<file path="src/rtl/note_table_writer.sv">
// Queues note on/off events and writes them into the renderer's note table,
// draining only while vsync is active so a visible frame never sees a partial update.
module note_table_writer #(
    parameter int NOTE_W      = 6,
    parameter int FIFO_DEPTH  = 8,
    parameter int ACK_TIMEOUT = 16
) (
    input  logic                          Clk,
    input  logic                          Reset,
    input  logic                          ev_valid,
    output logic                          ev_ready,
    input  logic [NOTE_W-1:0]             ev_note,
    input  logic                          ev_on,
    input  logic                          vs,
    output logic                          wr_en,
    output logic [NOTE_W-1:0]             wr_addr,
    output logic                          wr_data,
    input  logic                          wr_ack,
    output logic [$clog2(FIFO_DEPTH):0]   pending,
    output logic [7:0]                    frame_cnt,
    output logic                          err_timeout
);
    // state | meaning
    // IDLE  | no write in flight; start one when the vsync window is open and FIFO not empty
    // ISSUE | wr_en held until wr_ack or the ack timer expires; head is popped either way

    localparam int PTR_W = $clog2(FIFO_DEPTH);
    localparam int CNT_W = PTR_W + 1;
    localparam int TMR_W = $clog2(ACK_TIMEOUT);

    typedef enum logic [0:0] {IDLE, ISSUE} state_t;

    state_t                state_q, state_d;
    logic                  vs_m_q, vs_s_q;
    logic [7:0]            frame_cnt_q, frame_cnt_d;
    logic [NOTE_W:0]       mem_q [FIFO_DEPTH];
    logic [NOTE_W:0]       mem_d [FIFO_DEPTH];
    logic [PTR_W-1:0]      wr_ptr_q, wr_ptr_d, rd_ptr_q, rd_ptr_d;
    logic [CNT_W-1:0]      count_q, count_d;
    logic                  wr_en_q, wr_en_d;
    logic [NOTE_W-1:0]     wr_addr_q, wr_addr_d;
    logic                  wr_data_q, wr_data_d;
    logic [TMR_W-1:0]      timer_q, timer_d;
    logic                  err_q, err_d;
    logic                  push, pop;

    assign ev_ready    = (count_q < CNT_W'(FIFO_DEPTH));
    assign push        = ev_valid && ev_ready;
    assign wr_en       = wr_en_q;
    assign wr_addr     = wr_addr_q;
    assign wr_data     = wr_data_q;
    assign pending     = count_q;
    assign frame_cnt   = frame_cnt_q;
    assign err_timeout = err_q;

    always_comb begin
        state_d     = state_q;
        wr_en_d     = wr_en_q;
        wr_addr_d   = wr_addr_q;
        wr_data_d   = wr_data_q;
        timer_d     = timer_q;
        err_d       = err_q;
        pop         = 1'b0;
        unique case (state_q)
            IDLE: begin
                if (!vs_s_q && count_q != '0) begin
                    state_d   = ISSUE;
                    wr_en_d   = 1'b1;
                    wr_addr_d = mem_q[rd_ptr_q][NOTE_W-1:0];
                    wr_data_d = mem_q[rd_ptr_q][NOTE_W];
                    timer_d   = '0;
                end
            end
            ISSUE: begin
                // ack wins over a simultaneous timeout
                if (wr_ack) begin
                    pop     = 1'b1;
                    wr_en_d = 1'b0;
                    state_d = IDLE;
                end else if (timer_q == TMR_W'(ACK_TIMEOUT - 1)) begin
                    pop     = 1'b1;
                    wr_en_d = 1'b0;
                    err_d   = 1'b1;
                    state_d = IDLE;
                end else begin
                    timer_d = timer_q + TMR_W'(1);
                end
            end
            default: state_d = IDLE;
        endcase
    end

    always_comb begin
        mem_d    = mem_q;
        wr_ptr_d = wr_ptr_q;
        rd_ptr_d = rd_ptr_q;
        count_d  = count_q;
        if (push) begin
            mem_d[wr_ptr_q] = {ev_on, ev_note};
            wr_ptr_d        = wr_ptr_q + PTR_W'(1);
        end
        if (pop) rd_ptr_d = rd_ptr_q + PTR_W'(1);
        case ({push, pop})
            2'b10:   count_d = count_q + CNT_W'(1);
            2'b01:   count_d = count_q - CNT_W'(1);
            default: count_d = count_q;
        endcase
        // vs_s is about to fall: count the frame on the same edge it does
        frame_cnt_d = (vs_s_q && !vs_m_q) ? frame_cnt_q + 8'd1 : frame_cnt_q;
    end

    always_ff @(posedge Clk) begin
        if (Reset) begin
            state_q     <= IDLE;
            vs_m_q      <= 1'b1;
            vs_s_q      <= 1'b1;
            frame_cnt_q <= '0;
            mem_q       <= '{default: '0};
            wr_ptr_q    <= '0;
            rd_ptr_q    <= '0;
            count_q     <= '0;
            wr_en_q     <= 1'b0;
            wr_addr_q   <= '0;
            wr_data_q   <= 1'b0;
            timer_q     <= '0;
            err_q       <= 1'b0;
        end else begin
            state_q     <= state_d;
            vs_m_q      <= vs;
            vs_s_q      <= vs_m_q;
            frame_cnt_q <= frame_cnt_d;
            mem_q       <= mem_d;
            wr_ptr_q    <= wr_ptr_d;
            rd_ptr_q    <= rd_ptr_d;
            count_q     <= count_d;
            wr_en_q     <= wr_en_d;
            wr_addr_q   <= wr_addr_d;
            wr_data_q   <= wr_data_d;
            timer_q     <= timer_d;
            err_q       <= err_d;
        end
    end

endmodule

</file>
<file path="config.mk">
export PLATFORM = sky130hd
export DESIGN_NAME = note_table_writer
export DESIGN_NICKNAME = d
export VERILOG_FILES = /design/src/rtl/note_table_writer.sv
export SDC_FILE = /design/constraint.sdc
export NUM_CORES = 1
export LEC_CHECK = 0
export ABC_AREA = 0
export CAP_MARGIN = 40
export CELL_PAD_IN_SITES_DETAIL_PLACEMENT = 1
export CELL_PAD_IN_SITES_GLOBAL_PLACEMENT = 2
export CORE_AREA = 3 3 109 111
export DETAILED_ROUTE_END_ITERATION = 8
export DIE_AREA = 0 0 112 114
export PLACE_DENSITY = 0.85
export SYNTH_ARGS = -nofsm -noshare
export SYNTH_HDL_FRONTEND = slang
export SYNTH_SLANG_ARGS = --single-unit
</file>
<file path="constraint.sdc">
create_clock -name Clk -period 2.7 [get_ports Clk]
set_input_delay 0.54 -clock Clk [delete_from_list [all_inputs] [get_ports Clk]]
set_output_delay 0.54 -clock Clk [all_outputs]
set_load 0.02 [all_outputs]
</file>
# --- Word level (Yosys, flattened, before mapping) ---
# Cells that the tools add are included.
op_classes:
  n_addsub: 6
  n_mul: 0
  n_div: 0
  n_lt_le_gt_ge: 4
  n_eq_ne: 7
  shift: 0
  mux: 22
  bitwise: 4
  n_reduce_logical: 12
op_table:
  columns: ["cell", "count"]
  rows:
  - ["bitwise mux 56 bit", 1]
  - ["binary-select mux 7 bit (select 3 bit)", 1]
  - ["demux 7 bit (select 3 bit)", 1]
  - ["2-to-1 mux 7 bit", 3]
  - ["one-hot mux 4 bit (2 select lines)", 2]
  - ["2-to-1 mux 4 bit", 3]
  - ["2-to-1 mux 1 bit", 9]
  - ["adder 4 x 1 -> 4 bit, second input constant", 2]
  - ["adder 8 x 1 -> 8 bit, second input constant", 1]
  - ["greater-or-equal comparator 4 bit, second input constant", 2]
  - ["NOT 3 -> 4 bit", 2]
  - ["adder 3 x 1 -> 3 bit, second input constant", 2]
  - ["!= test 2 bit, second input constant", 3]
  - ["AND reduction 3 bit", 2]
  - ["equality test 4 bit, second input constant", 1]
  - ["logical AND 1 bit", 4]
  - ["less-than comparator 4 x 1 -> 1 bit, second input constant", 1]
  - ["less-than comparator 4 bit, second input constant", 1]
  - ["one-hot mux 1 bit (2 select lines)", 2]
  - ["AND reduction 2 bit", 2]
  - ["nonzero test 4 bit", 1]
  - ["subtractor 4 x 1 -> 4 bit, second input constant", 1]
  - ["!= test 3 x 2 -> 1 bit, second input constant", 1]
  - ["equality test 2 x 1 -> 1 bit, second input constant", 1]
  - ["other kinds (4)", 6]
word_totals:
  reg_bits: 90
  latch_bits: 0
  ramBits: 0
  rom_bits: 0
  in_bits: 12
  elab_cells: 75
  n_memories: 0

# --- Logic depth before layout (Yosys ltp) ---
# Gate-level depths: netlist of run 1.
depth:
  ltp_word: 6
  mapped_depth: 10
  depth_no_buf: 10

# --- Least setup slack after synthesis of run 1 ---
# OpenSTA, ideal clock, no wires.
synth_path:
  path_kind: "register to register"
  start: "register timer_q[0]"
  end: "register count_q[2] (netlist: pending[2])"
  setup_ns: 0.070
  arrival_time_ns: 2.200
  t_required_ns: 2.630
  path_slack_ns: 0.430
  stages_incl_launch_ff: 11
  path_buffers: 0
  period_less_slack_ns: 2.270
  cell_sequence: "dfxtp_1 > ha_1 > and3_1 > o21a_1 > ha_1 > xor2_1 > ha_1 > a21oi_1 > xor2_1 > or3_1 > a21oi_1"
synth_via:
  elab_chain_cells: 6
  word_cells_on_any_way: 8
synth_rtl:
  columns: ["element", "line_no", "source"]
  rows:
  - ["from (decl)", "43", "logic [TMR_W-1:0] timer_q, timer_d;"]
  - ["from (signal assigned)", "139", "timer_q <= timer_d;"]
  - ["equality test 4 bit *", "80", "end else if (timer_q == TMR_W'(ACK_TIMEOUT - 1)) begin"]
  - ["2-to-1 mux 1 bit *", "80", null]
  - ["2-to-1 mux 1 bit *", "76", "if (wr_ack) begin"]
  - ["2-to-1 mux 1 bit *", "64", "unique case (state_q)"]
  - ["named net pop", "45", "logic push, pop;"]
  - ["equality test 2 x 1 -> 1 bit / equality test 2 bit (equally long branches)", "103", "case ({push, pop})"]
  - ["one-hot mux 4 bit (2 select lines) / nonzero test 2 bit (equally long branches)", null, null]
  - ["to (signal assigned)", "135", "count_q <= count_d;"]
  - ["to (decl)", "39", "logic [CNT_W-1:0] count_q, count_d;"]
# Mark *: on every way through the listed nets, which the timed path passes. The rest lies on a longest branch.
# A chain may end at the register's enable or synchronous reset.

# --- Final worst setup path of run 1 ---
# Ends and elaborated chain as after synthesis.

==> impl_results.md, run 1 <==
- Outcome: complete, no violations
- Clock buffer depth: 2
- I/O pins: 34
- Tightest Hold Check Type: register to register
- Top_reg_cell synth: dfxtp_1
- Ys Warns: 0
- Crit Path Class: register to register
- Worst-margin pin slew: 0.782 ns
- RSZ-0062 raised after global routing: no
- Horiz. Die Dim: approximately 110 µm
- Antenna cell count: 0
- Grt met3 use: 0.0286
- Root Driver: clkbuf_8
- Period utilization: 0.880
- Gr usage total: 0.155
- GPL Wtd Cong: between 0.7 and 0.8
- Post-route setup slack: around 0.32 ns
- CP most frequent cell: ha_1
- Largest stage delay on the critical path: around 0.35 ns
- Synth cell types: 39
- Int Pwr: between 1500 and 2000 µW
- Max transition margin: 0.479
- Avg WL per Cell: approximately 16 µm
- Fraction of layout cells with a size suffix above 1: 0.127
- Global routing usage on met2: 0.257
- Reg power frac: 0.525
- First-pass GRT wire length: around 16000 µm
- Reg clk slew, reported paths: about 0.09 ns
- Worst-path cell with the longest stage delay: dfxtp_1
- Hold buffer count at CTS: 0
- Area Overhead vs Synth: 17.5%
- Sequential area share after synthesis: 0.461
- DRT Wirelength: slightly above 9000 µm
- Startpoint types: register
- Num rows: 38
- Post-CTS setup buffers: 0
- Comb pwr share: 0.093
- Die height: 114 µm
- # DRC: 0
- Final setup viols: 0
- GRT met1 Usage: 0.206
- Gr busiest metal: met2
- EDFF count, synth: 0
- CTS Buf Count: 9
- Nets: between 400 and 500
- Initial antenna violation count: 0
- Data arrival, critical path: 2.66 ns
- Syn avg cell area: slightly below 10 µm²
- Pre-CTS WS: ~0.066 ns
- Largest net degree at the start of global routing: 54
- Number of global-route vias before repair: 3068
- Max_cap viols: 0
- Clock Power Share: 0.382
- DR vias/cell: 5.17
- VDD IR-drop max: about 0.26 mV
- Worst Setup End Kind: register
- Leakage power: between 0.0015 and 0.002 µW
- Gr ovfl total: 0
- Antenna Violating Nets Remaining: 0
- CP required: roughly 3.0 ns
- CTS tree: yes
- Final std cells w/o fill: around 570
- Post-synthesis register bit count: 90
- Fmax: 421 MHz
- Hold Vio Cnt, Final: 0
- Max Transition Viols Final: 0
- Port-buffer cells: 33
- Initial DRC Count: 140
- Cts repair resizes: 0
- Dpl cells: ~560
- Vias: 2955
- FFs w/ async S/R, synth: 0
- H-tree Lvls: 3
- Power density over cell area: 579 nW/µm²
- HPWL Detailed: ~6600 µm
- Core Box Area: between 10000 and 15000 µm²
- Clk_skew: approximately 0.0064 ns
- Setup TNS: 0 ns
- Mapped Area: between 3000 and 4000 µm²
- CP max FO: 5
- Net Count, Synth: 420
- Min Tclk post-route: ~2.4 ns
- Syn Inst Count: 401
- Sw frac: 0.248
- Sw Pwr: between 600 and 700 µW
- Initial core utilization: 0.359
- Cell Chain, Critical Path: ha_1 > and3_1 > o21a_1 > ha_1 > xor2_1 > ha_1 > a21oi_1 > xor2_1 > or3_1 > a21oi_1
- Pre-antenna DRT Iters: 4
- Die area: 12800 µm²
- Clk Latency, worst-skew pair: roughly 0.36 ns
- Clk sinks: 90
==> worst max-delay path: cells and delay by family (launching register included) <==
family	cells	cell delay, ns
compound gates	3	0.51
xor+xnor	2	0.26
fa+ha+maj	3	0.62
flops	1	0.35
simple gates	2	0.56
==> synth_stat cells, types with 2 or more instances <==
cell / n / area share
mux2i_1: 39 / 0.10
xor2_1: 12 / 0.027
mux4_2: 14 / 0.081
nor3_1: 11 / 0.014
nor2_1: 69 / 0.066
inv_1: 2 / 0.0019
and3_1: 3 / 0.0048
o21ai_0: 16 / 0.020
buf_2: 6 / 0.0077
buf_6: 2 / 0.0058
nand3_2: 2 / 0.0051
nand3_1: 12 / 0.015
a21oi_1: 26 / 0.033
nand2_1: 26 / 0.025
nand4_1: 5 / 0.0080
or2_2: 2 / 0.0032
dfxtp_1: 90 / 0.46
nor3_2: 2 / 0.0051
clkbuf_1: 21 / 0.020
nor2b_1: 4 / 0.0064
ha_1: 7 / 0.022
o22ai_1: 7 / 0.011
nand2b_1: 2 / 0.0032
or3_1: 3 / 0.0048
xnor2_1: 4 / 0.0090
==> per-stage QoR <==
| stage | hold WS, ns | utilization | power, µW | cell area, µm² |
|---|---|---|---|---|
| 4_1_cts | 0.463 | 0.422 | 2690 | 4590 |
| 5_1_grt | 0.477 | 0.422 | 2770 | 4590 |
| 2_1_floorplan | 0.418 | - | 1580 | 3910 |
| 3_3_place_gp | 0.432 | 0.402 | 1670 | 4370 |
| 3_5_place_dp | 0.436 | 0.402 | 1680 | 4370 |
| 6_report | 0.462 | 0.422 | 2660 | 4590 |
==> kinds of logic (layout without fill, tap and decap cells) <==
logic type | after synthesis | after routing | share of synthesized area
flops | 90 | 90 | 0.461
xor+xnor | 16 | 16 | 0.0359
fa+ha+maj | 7 | 7 | 0.0224
compound gates | 54 | 54 | 0.0765
buf+inv | 32 | 63 | 0.0375
simple gates | 148 | 148 | 0.183
mux | 54 | 54 | 0.183
==> power groups by stage <==
| stage | clock (µW) | sequential [µW] | combinational (µW) |
|---|---|---|---|
| after global routing | 1090 | 1400 | 274 |
| after detailed placement | 0 | 1430 | 249 |
| final | 1010 | 1400 | 247 |
| after CTS | 1040 | 1400 | 250 |
| after floorplan | 0 | 1430 | 156 |
| after global placement | 0 | 1430 | 242 |
==> per-layer routing <==
| layer | routed length (µm) | share of wire |
|---|---|---|
| met1 | 4500 | 0.48 |
| met2 | 4370 | 0.47 |
| met3 | 354 | 0.038 |
| met4 | 108 | 0.012 |
| met5 | 0 | 0 |
==> flip-flops by register name, indices dropped and copies added (netlist names) <==
| register | cells |
|---|---|
| wr_ptr_q | 3 |
| rd_ptr_q | 3 |
| wr_data | 1 |
| mem_q | 56 |
| pending | 4 |
| vs_s_q | 1 |
| wr_en | 1 |
| state_q | 1 |
| err_timeout | 1 |
| timer_q | 4 |
| vs_m_q | 1 |
| frame_cnt | 8 |
| wr_addr | 6 |
==> worst paths after layout <==
path | startpoint | endpoint | slack (ns) | cells past startpoint
worst max-delay path | timer_q[0]$_SDFFE_PP0P_ | pending[2]$_SDFFE_PP0P_ | 0.32 | 10
worst min-delay path | mem_q[51]$_SDFFE_PP0P_ | mem_q[51]$_SDFFE_PP0P_ | 0.46 | 2
worst max register to register | timer_q[0]$_SDFFE_PP0P_ | pending[2]$_SDFFE_PP0P_ | 0.32 | 10
worst min register to register | mem_q[51]$_SDFFE_PP0P_ | mem_q[51]$_SDFFE_PP0P_ | 0.46 | 2
==> layout make-up <==
type / instances / area [µm²]
Clock buffer: 10 / 128
Clock inverter: 6 / 91.3
Fill cell: 1258 / 6300
Inverter: 2 / 7.51
Multi-Input combinational cell: 279 / 1960
Sequential cell: 90 / 1800
Tap cell: 140 / 175
Timing Repair Buffer: 45 / 428
==> placed cells by master, fill, tap and decap left out, types with 2 or more instances in the layout <==
| cell type | n |
|---|---|
| or2_2 | 2 |
| inv_1 | 2 |
| nand2_1 | 26 |
| o22ai_1 | 7 |
| o21ai_0 | 16 |
| clkdlybuf4s50_1 | 32 |
| ha_1 | 7 |
| buf_4 | 11 |
| nand3_1 | 12 |
| a21oi_1 | 26 |
| nand2b_1 | 2 |
| xor2_1 | 12 |
| nor2_1 | 69 |
| mux2i_1 | 39 |
| nor3_1 | 11 |
| dfxtp_1 | 90 |
| or3_1 | 3 |
| nor3_2 | 2 |
| and3_1 | 3 |
| mux4_2 | 14 |
| clkbuf_8 | 9 |
| clkinv_4 | 3 |
| bufinv_16 | 2 |
| nand3_2 | 2 |
| xnor2_1 | 4 |
| nor2b_1 | 4 |
| nand4_1 | 5 |
Power figures use the tool's default switching activity.
==> run 2: changes to the inputs <==
- CORE_AREA: 3 3 109 111 -> 4 4 110 112
- DIE_AREA: 0 0 112 114 -> 0 0 114 116
- TNS_END_PERCENT: default -> 100
==> impl_results.md, run 2 (synthesized netlist as in run 1, its figures left out) <==
- H-tree Lvls: 3 (unchanged)
- First-pass GRT wire length: 16200 µm (+1.6%)
- Power density over cell area: 651 nW/µm² (+12%)
- Fmax: 429 MHz (+2.0%)
- # DRC: 0 (unchanged)
- DRT Wirelength: 9760 µm (+4.6%)
- Initial antenna violation count: 0 (unchanged)
- Tightest Hold Check Type: register to register
- Initial core utilization: 0.348 (-0.0107)
- Met1 wire length: 4490 µm (-0.27%)
- Family with the most delay on the worst path: adder cells
- CTS Buf Count: 9 (unchanged)
- Port-buffer cells: 33 (unchanged)
- Area occupied by registers: 1800 µm² (unchanged)
- Num rows: 39 (+2.6%)
- Crit Path Class: register to register
- Cts repair resizes: 0 (unchanged)
- Worst Reg-to-Reg Cells: 10 (unchanged)
- WHS Endpoint: mem_q[52]$_SDFFE_PP0P_
- Hold depth: 2 (unchanged)
- R2r setup slk: 0.37 ns (+0.05 ns)
- Worst-path cell with the longest stage delay: dfxtp_1
- Worst Setup End Kind: register
- Clk_skew: 0.00572 ns (-0.000658 ns)
- Worst-margin pin slew: 0.659 ns (-0.123 ns)
- CP required: 2.98 ns (about the same)
- Max Transition Viols Final: 0 (unchanged)
- Clk Latency, worst-skew pair: 0.34 ns (-0.02 ns)
- Antenna Violating Nets Remaining: 0 (unchanged)
- Min Tclk post-route: 2.33 ns (-0.0465 ns)
- Initial DRC Count: 168 (+20%)
- Die area: 13200 µm² (+3.6%)
- Startpoint types: register
- Post-route setup slack: 0.369 ns (+0.0465 ns)
- HPWL Detailed: 6790 µm (+3.6%)
- Reg2Reg Capture Point: pending[2]$_SDFFE_PP0P_
- RSZ-0062 raised after global routing: no
- Hold Vio Cnt, Final: 0 (unchanged)
- Horiz. Die Dim: 114 µm (+1.8%)
- Root Driver: clkbuf_16
- Leakage power: 0.00183 µW (+3.2%)
- Outcome: complete, no violations
- Max transition margin: 0.560 (+0.0814)
- Period utilization: 0.863 (-0.0172)
- Most common cell after layout, fill and taps aside: dfxtp_1
- VDD IR-drop max: 0.364 mV (+39%)
- Multi-input gate area: 1960 µm² (unchanged)
- CP Launch Point: timer_q[0]$_SDFFE_PP0P_
- Uppermost layer routed: met4
- Vias: 2972 (+0.58%)
- Die height: 116 µm (+1.8%)
- Gr usage total: 0.157 (+0.00200)
- FF-to-FF Start: timer_q[0]$_SDFFE_PP0P_
- Post-Place Cell Area: 4390 µm² (+0.43%)
- CTS tree: yes
- Largest Register: mem_q
- Avg WL per Cell: 16.9 µm (+3.7%)
- Core Box Area: 11200 µm² (+3.1%)
- Met3 wire length: 326 µm (-7.9%)
- Final setup viols: 0 (unchanged)
- Setup TNS: 0 ns (unchanged)
- Area Overhead vs Synth: 21.1%
- Post-route cell area: 4730 µm² (+3.1%)
- Nets: 448 (+0.45%)
- Clk sinks: 90 (unchanged)
- Buffers & Inverters on Critical Path: 0 (unchanged)
- Post-CTS setup buffers: 0 (unchanged)
- DR vias/cell: 5.15 (-0.30%)
- Clock buffer depth: 2 (unchanged)
- Antenna cell count: 0 (unchanged)
- Hold buffer count at CTS: 0 (unchanged)
- Pre-CTS WS: 0.0791 ns (+0.0130 ns)
- I/O pins: 34 (unchanged)
- CP most frequent cell: ha_1
- Reg clk slew, reported paths: 0.06 ns (-0.03 ns)
- Data arrival, critical path: 2.61 ns (-0.05 ns)
- Gr ovfl total: 0 (unchanged)
- Commonest non-fill, non-tap cells in the layout: dfxtp_1 (90), nor2_1 (69), mux2i_1 (39)
- GPL Wtd Cong: 0.755 (+7.5%)
- Largest stage delay on the critical path: 0.34 ns (about the same)
- Max reg flops: 56 (unchanged)
- Number of global-route vias before repair: 3138 (+2.3%)
- Largest net degree at the start of global routing: 52 (-3.7%)
- Max_cap viols: 0 (unchanged)
- Met2 Routed Length: 4820 µm (+10%)
- Min-Delay Startpoint: mem_q[52]$_SDFFE_PP0P_
- CP max FO: 5 (unchanged)
- Pre-antenna DRT Iters: 4 (unchanged)
- Fraction of layout cells with a size suffix above 1: 0.134 (+0.00633)
- Filler Cell Count: 1277 (+1.5%)
- Cell Chain, Critical Path: ha_1 > and3_1 > o21a_1 > ha_1 > xor2_1 > ha_1 > a21oi_1 > xor2_1 > or3_1 > a21oi_1
## run 2: report_power, final
group          internal [µW]  switching (µW)
combinational            111             138
sequential              1360            34.6
clock                    902             534
## run 2: through the flow
step | std cells | util | hold slack (ns) | power (µW)
floorplan | 401 | - | 0.418 | 1580
global placement | 561 | 0.391 | 0.443 | 1670
detailed placement | 561 | 0.391 | 0.448 | 1680
CTS | 577 | 0.422 | 0.463 | 3120
global route | 577 | 0.422 | 0.484 | 3200
finish | 577 | 0.422 | 0.461 | 3080
## run 2: routing by layer
| layer | global-route usage | up-vias |
|---|---|---|
| met5 | 0 | - |
| met4 | 0.0515 | 0 |
| met3 | 0.0355 | 10 |
| met2 | 0.273 | 51 |
| met1 | 0.193 | 1455 |
| li1 | - | 1456 |
## run 2: how the worst max path moves through the flow
stage                                   end  slack, ns  cells past startpoint
floorplan           pending[2]$_SDFFE_PP0P_       0.43                     10
global placement    pending[2]$_SDFFE_PP0P_       0.14                     10
detailed placement  pending[2]$_SDFFE_PP0P_       0.08                     10
CTS                 pending[2]$_SDFFE_PP0P_       0.37                     10
global route        pending[2]$_SDFFE_PP0P_       0.21                     10
finish              pending[2]$_SDFFE_PP0P_       0.37                     10
## run 2: worst reg2reg max path, delay by kind of cell (launching register included)
kind	cells	cell delay, ns
fa+ha+maj	3	0.62
simple gates	2	0.56
compound gates	3	0.50
flops	1	0.34
xor+xnor	2	0.24
## run 2: cell type report
type | count | share of cell area
flip-flops and latches | 90 | 0.381
repair buffers | 47 | 0.0936
clock buffers | 9 | 0.0476
inverters | 2 | 0.00159
clock inverters | 7 | 0.0248
well taps | 143 | 0.0378
multi-input cells | 279 | 0.414
